$ cat config.mk
export PLATFORM = sky130hd
export DESIGN_NAME = spi_reg_ctrl
export DESIGN_NICKNAME = d
export VERILOG_FILES = /design/src/rtl/spi_reg_ctrl.sv
export SDC_FILE = /design/constraint.sdc
export NUM_CORES = 1
export LEC_CHECK = 0
export CAP_MARGIN = 20
export CORE_ASPECT_RATIO = 0.5
export CORE_MARGIN = 8
export CORE_UTILIZATION = 46
export CTS_CLUSTER_DIAMETER = 60
export CTS_CLUSTER_SIZE = 28
export DETAILED_ROUTE_END_ITERATION = 8
export PLACE_DENSITY_LB_ADDON = 0.2
export SETUP_SLACK_MARGIN = 0.02
export SLEW_MARGIN = 10
export SYNTH_ARGS = -nofsm -noshare
export SYNTH_HDL_FRONTEND = slang
export SYNTH_SLANG_ARGS = --single-unit
$ cat constraint.sdc
create_clock -name clk -period 3 [get_ports clk]
set_input_delay 0.3 -clock clk [delete_from_list [all_inputs] [get_ports clk]]
set_output_delay 0.3 -clock clk [all_outputs]
set_load 0.005 [all_outputs]
$ cat src/rtl/spi_reg_ctrl.sv
// spi_reg_ctrl: SPI transaction sequencer between spislave and a register file.
// Optional feature macro: SPI_REG_CTRL_AUTOINC_EN. When it is defined, reg_addr steps
// by one after each data byte. When it is undefined, reg_addr holds the command address.
// Ports:
//   clk, rst              system clock, asynchronous active-high reset
//   ss                    SPI slave select (active-low, asynchronous to clk)
//   sr_rdy, sr_data_o     spislave byte-complete level and received byte
//   sr_ld, sr_data_i      one-clk load strobe and byte to preload into spislave
//   status_i              status byte returned while the command byte shifts
//   reg_addr, reg_wr,     register file address, write strobe and write data
//   reg_wdata
//   reg_rd, reg_rdata     read strobe; read data is valid the clk after reg_rd
//   busy                  high while a frame is active
//   ovr, ovr_clr          sticky overrun flag and its synchronous clear
module spi_reg_ctrl #(
    parameter int ADDR_WIDTH = 7,
    parameter int DATA_WIDTH = 8
) (
    input  logic                  clk,
    input  logic                  rst,
    input  logic                  ss,
    input  logic                  sr_rdy,
    input  logic [DATA_WIDTH-1:0] sr_data_o,
    output logic                  sr_ld,
    output logic [DATA_WIDTH-1:0] sr_data_i,
    input  logic [DATA_WIDTH-1:0] status_i,
    output logic [ADDR_WIDTH-1:0] reg_addr,
    output logic                  reg_wr,
    output logic [DATA_WIDTH-1:0] reg_wdata,
    output logic                  reg_rd,
    input  logic [DATA_WIDTH-1:0] reg_rdata,
    output logic                  busy,
    output logic                  ovr,
    input  logic                  ovr_clr
);
    typedef enum logic [2:0] {IDLE, CMD, WR, RD_REQ, RD_LD, RD} state_t;
    state_t state_q, state_d;
    // [0] and [1] are the synchronizer; [2] holds the previous synced value for edge detection
    logic [2:0] ss_sync_q;
    logic rdy_q;
    logic sr_ld_q, sr_ld_d, reg_wr_q, reg_wr_d, reg_rd_q, reg_rd_d;
    logic busy_q, busy_d, ovr_q, ovr_d;
    logic [DATA_WIDTH-1:0] sr_data_i_q, sr_data_i_d, reg_wdata_q, reg_wdata_d;
    logic [ADDR_WIDTH-1:0] reg_addr_q, reg_addr_d, addr_step;
    logic frame_start, frame_end, byte_ev;
    assign frame_start = ss_sync_q[2] & ~ss_sync_q[1];
    assign frame_end   = ~ss_sync_q[2] & ss_sync_q[1];
    assign byte_ev     = sr_rdy & ~rdy_q;
`ifdef SPI_REG_CTRL_AUTOINC_EN
    assign addr_step = reg_addr_q + ADDR_WIDTH'(1);
`else
    assign addr_step = reg_addr_q;
`endif
    always_ff @(posedge clk or posedge rst) begin
        if (rst) begin
            state_q     <= IDLE;
            ss_sync_q   <= 3'b111;
            rdy_q       <= 1'b0;
            sr_ld_q     <= 1'b0;
            sr_data_i_q <= '0;
            reg_addr_q  <= '0;
            reg_wr_q    <= 1'b0;
            reg_wdata_q <= '0;
            reg_rd_q    <= 1'b0;
            busy_q      <= 1'b0;
            ovr_q       <= 1'b0;
        end else begin
            state_q     <= state_d;
            ss_sync_q   <= {ss_sync_q[1:0], ss};
            rdy_q       <= sr_rdy;
            sr_ld_q     <= sr_ld_d;
            sr_data_i_q <= sr_data_i_d;
            reg_addr_q  <= reg_addr_d;
            reg_wr_q    <= reg_wr_d;
            reg_wdata_q <= reg_wdata_d;
            reg_rd_q    <= reg_rd_d;
            busy_q      <= busy_d;
            ovr_q       <= ovr_d;
        end
    end
    always_comb begin
        state_d = state_q;
        if (frame_end) begin
            state_d = IDLE;
        end else begin
            unique case (state_q)
                IDLE:    state_d = frame_start ? CMD : IDLE;
                CMD:     state_d = byte_ev ? (sr_data_o[7] ? WR : RD_REQ) : CMD;
                WR:      state_d = WR;
                RD_REQ:  state_d = RD_LD;
                RD_LD:   state_d = RD;
                RD:      state_d = byte_ev ? RD_REQ : RD;
                default: state_d = IDLE;
            endcase
        end
    end
    // Frame end takes priority over everything: it drops any strobe that would
    // otherwise fire this clk and also suppresses overrun detection.
    always_comb begin
        sr_ld_d     = 1'b0;
        reg_wr_d    = 1'b0;
        reg_rd_d    = 1'b0;
        sr_data_i_d = sr_data_i_q;
        reg_wdata_d = reg_wdata_q;
        busy_d      = busy_q;
        ovr_d       = ovr_q & ~ovr_clr;
        // the write address advances the clk after its strobe, so the strobe sees the old address
        reg_addr_d  = reg_wr_q ? addr_step : reg_addr_q;
        if (frame_end) begin
            busy_d = 1'b0;
        end else begin
            unique case (state_q)
                IDLE: begin
                    sr_ld_d     = frame_start;
                    sr_data_i_d = frame_start ? status_i : sr_data_i_q;
                    busy_d      = frame_start | busy_q;
                end
                CMD: begin
                    reg_addr_d = byte_ev ? sr_data_o[ADDR_WIDTH-1:0] : reg_addr_q;
                    reg_rd_d   = byte_ev & ~sr_data_o[7];
                end
                WR: begin
                    reg_wr_d    = byte_ev;
                    reg_wdata_d = byte_ev ? sr_data_o : reg_wdata_q;
                end
                RD_REQ: ovr_d = ovr_d | byte_ev;
                RD_LD: begin
                    ovr_d       = ovr_d | byte_ev;
                    sr_ld_d     = 1'b1;
                    sr_data_i_d = reg_rdata;
                end
                RD: begin
                    reg_addr_d = byte_ev ? addr_step : reg_addr_q;
                    reg_rd_d   = byte_ev;
                end
                default: ;
            endcase
        end
    end
    assign sr_ld     = sr_ld_q;
    assign sr_data_i = sr_data_i_q;
    assign reg_addr  = reg_addr_q;
    assign reg_wr    = reg_wr_q;
    assign reg_wdata = reg_wdata_q;
    assign reg_rd    = reg_rd_q;
    assign busy      = busy_q;
    assign ovr       = ovr_q;
endmodule
==> metrics.md <==
| Metric | Value |
|---|---|
| Area grow syn2layout | 49.96% |
| Vias/cell | 5.015 |
| Htree depth | 2 |
| # diodes | 0 |
| Mapped Nets | 129 |
| Register area | 879.6 µm² |
| Min Tclk post-route | 1857 ps |
| Slew Viols, Final | 0 |
| DP Worst Slack | 1074 ps |
| CTS Buf Count | 5 |
| Outcome | finished, final reports clean |
| # IOs | 57 |
| Height of the die | 55.81 µm |
| Sequential share of power | 0.407 |
| Post-route insts no fill | 203 |
| Syn. warnings | 0 |
| Wire per inst | 15.90 µm |
| Final setup margin | 1143 ps |
| Largest net degree at the start of global routing | 36 |
| Commonest non-fill, non-tap cell in the layout | clkdlybuf4s50_1 |
| Skew-Pair Late Insertion Delay | 280 ps |
| Vias | 1018 |
| FP Rows | 14 |
| Final Hold Vio Count | 0 |
| Power Dens Cells | 846.1 nW/µm² |
| Cts hold-fix bufs | 0 |
| Clk pwr share | 0.235 |
| CTS root buf | clkbuf_8 |
| Area of the multi-input gates | 540.5 µm² |
| Post-Synthesis Cell Area | 1458 µm² |
| Avg Inst Size Synth | 14.58 µm² |
| Worst-path clk slew | 70 ps |
| P_int | 0.001362 W |
| Slew margin rel. | 0.6949 |
| GRT Util Overall | 0.1236 |
| Post-synth cell types | 23 |
| Fin crit share | 0.6188 |
| Core ar. | 3013 µm² |
| Startpoint types | register |
| Grt ovf | 0 |
| Data arrival, critical path | 2020 ps |
| Initial antenna violation count | 0 |
| Initial DRC count | 37 |
| DRT Pass-1 Iters | 4 |
| WP data required | 3170 ps |
| First-pass GRT wire length | 5209 µm |
| Clk sinks | 35 |
| GP Congestion | 0.7792 |
| # Post-CTS Setup Buffers | 0 |
| DR DRC count | 0 |
| Largest area contributor in the netlist | dfrtp_1 |
| Switching Share | 0.2638 |
| Worst-path maximum fanout | 12 |
| DP Cell Count | 195 |
| Die width | 95.61 µm |
| Hold Path Class | register to register |
| Final wirelength | 3227 µm |
| Die area | 5336 µm² |
| CP Capture Type | register |
| Post-synthesis cell count | 100 |
| Fin nets | 191 |
| Most frequent cells in the layout | 56 x clkdlybuf4s50_1, 32 x dfrtp_1, 31 x mux2_2 |
| Clk buf depth | 2 |
| Crit Path Class | register to register |
| Fmax | 538.6 MHz |
| RSZ-0062 raised after global routing | false |
| HPWL after detailed placement | 2461 µm |
| ANT nets after route | 0 |
| Seq/Total Area, Yosys | 0.6034 |
| Initial core utilization | 0.4838 |
| Comb power frac | 0.357 |
| Net Switching | 0.0004878 W |
| Setup TNS | 0 ps |
| Filler instances | 206 |
| Worst-margin pin slew | 457.7 ps |
| Yosys top cell area share | 0.5494 |
| Vias in the first global route | 1083 |
| Main area contributors after synthesis | dfrtp_1 55%, mux2_2 24%, dfstp_2 5.4%, nand4_4 2.9%, inv_1 1.8% |
| Seq cells post-synth | 35 |
| Worst vdd ir | 0.0004823 V |
| Layout Skew | 3.507 ps |
| CTS tree | yes |
| Number of gates resized after CTS | 0 |
| Power Total | 0.001849 W |
| Setup violators final | 0 |
| Port bufs | 56 |
| P_leak | 0.9498 nW |
| Total of max-cap violations | 0 |
| Share of post-route cells with drive strength above 1 | 0.2945 |
-- final cells by class --
cell class | instances | share of cell area
clock buffers | 6 | 0.03778
multi-input cells | 55 | 0.2473
repair buffers | 57 | 0.2599
clock inverters | 2 | 0.01603
well taps | 40 | 0.02290
inverters | 8 | 0.01374
flip-flops and latches | 35 | 0.4024
-- metal layers --
| metal | GRT usage | vias up | wire [µm] |
|---|---|---|---|
| met2 | 0.1961 | 47 | 1487 |
| met5 | 0 | - | 0 |
| met3 | 0.08345 | 2 | 463 |
| li1 | - | 482 | - |
| met4 | 0.03471 | 0 | 6 |
| met1 | 0.1299 | 487 | 1269 |
-- cells in the mapped netlist --
cell type and instances:
a31oi_1 1, a22o_1 1, dfstp_2 3, a311o_1 1
nor2_1 3, o21ai_0 1, inv_1 7, o32a_1 1
clkbuf_1 1, mux2_2 31, dfrtp_1 32, nor2b_2 1
nand3b_2 1, nand4_4 2, nor3b_4 1, o41ai_1 1
a21oi_1 2, buf_1 1, nand2_1 4, nand2b_1 1
clkinv_1 1, and4_1 1, nand3_1 2
-- state kept, by name, indices dropped and copies added, names as in the netlist --
name and flops:
busy 1, sr_data_i 8, rdy_q 1, state_q 3
ss_sync_q 3, ovr 1, reg_wr 1, reg_wdata 8
sr_ld 1, reg_addr 7, reg_rd 1
-- per-stage QoR --
step                utilization  hold WS, ps  instance area (µm²)
floorplan                     -        304.5                 1458
global placement         0.6865        346.7                 2068
detailed placement       0.6865        347.6                 2068
CTS                      0.7255        362.9                 2186
global route             0.7255        362.7                 2186
finish                   0.7255        360.6                 2186
-- kinds of logic after synthesis --
logic type             Yosys count  synth area share
AND/OR/NAND/NOR                 16           0.09099
AO/OA/AOI/OAI                    8           0.04035
multiplexers                    31            0.2395
buffers and inverters           10           0.02575
flip-flops                      35            0.6034
-- worst max-delay path: stages, from the launching register on --
cell and delay [ps]:
dfrtp_1 630, clkinv_1 390, nand2_1 160, nand3b_2 220, mux2_2 340
-- power groups by stage --
stage / clock (W) / combinational [W] / sequential (W)
floorplan: 0 / 0.000288 / 0.000741
global placement: 0 / 0.000657 / 0.000756
detailed placement: 0 / 0.000672 / 0.000764
CTS: 0.000444 / 0.000676 / 0.000755
global route: 0.000464 / 0.000716 / 0.000779
finish: 0.000435 / 0.000661 / 0.000753
-- worst paths after layout --
path / end / start / cells past startpoint / slack (ps)
min in group asynchronous: reg_wdata[7]$_DFFE_PP0P_ / rst / 3 / 410
max in group asynchronous: ss_sync_q[2]$_DFF_PP1_ / rst / 3 / 2260
worst max register to register: sr_data_i[7]$_DFFE_PP0P_ / state_q[2]$_DFF_PP0_ / 4 / 1140
worst max-delay path: sr_data_i[7]$_DFFE_PP0P_ / state_q[2]$_DFF_PP0_ / 4 / 1140
worst min-delay path: ss_sync_q[1]$_DFF_PP1_ / ss_sync_q[0]$_DFF_PP1_ / 0 / 360
worst min register to register: ss_sync_q[1]$_DFF_PP1_ / ss_sync_q[0]$_DFF_PP1_ / 0 / 360
Note: power is estimated with default switching activity, not from simulation.
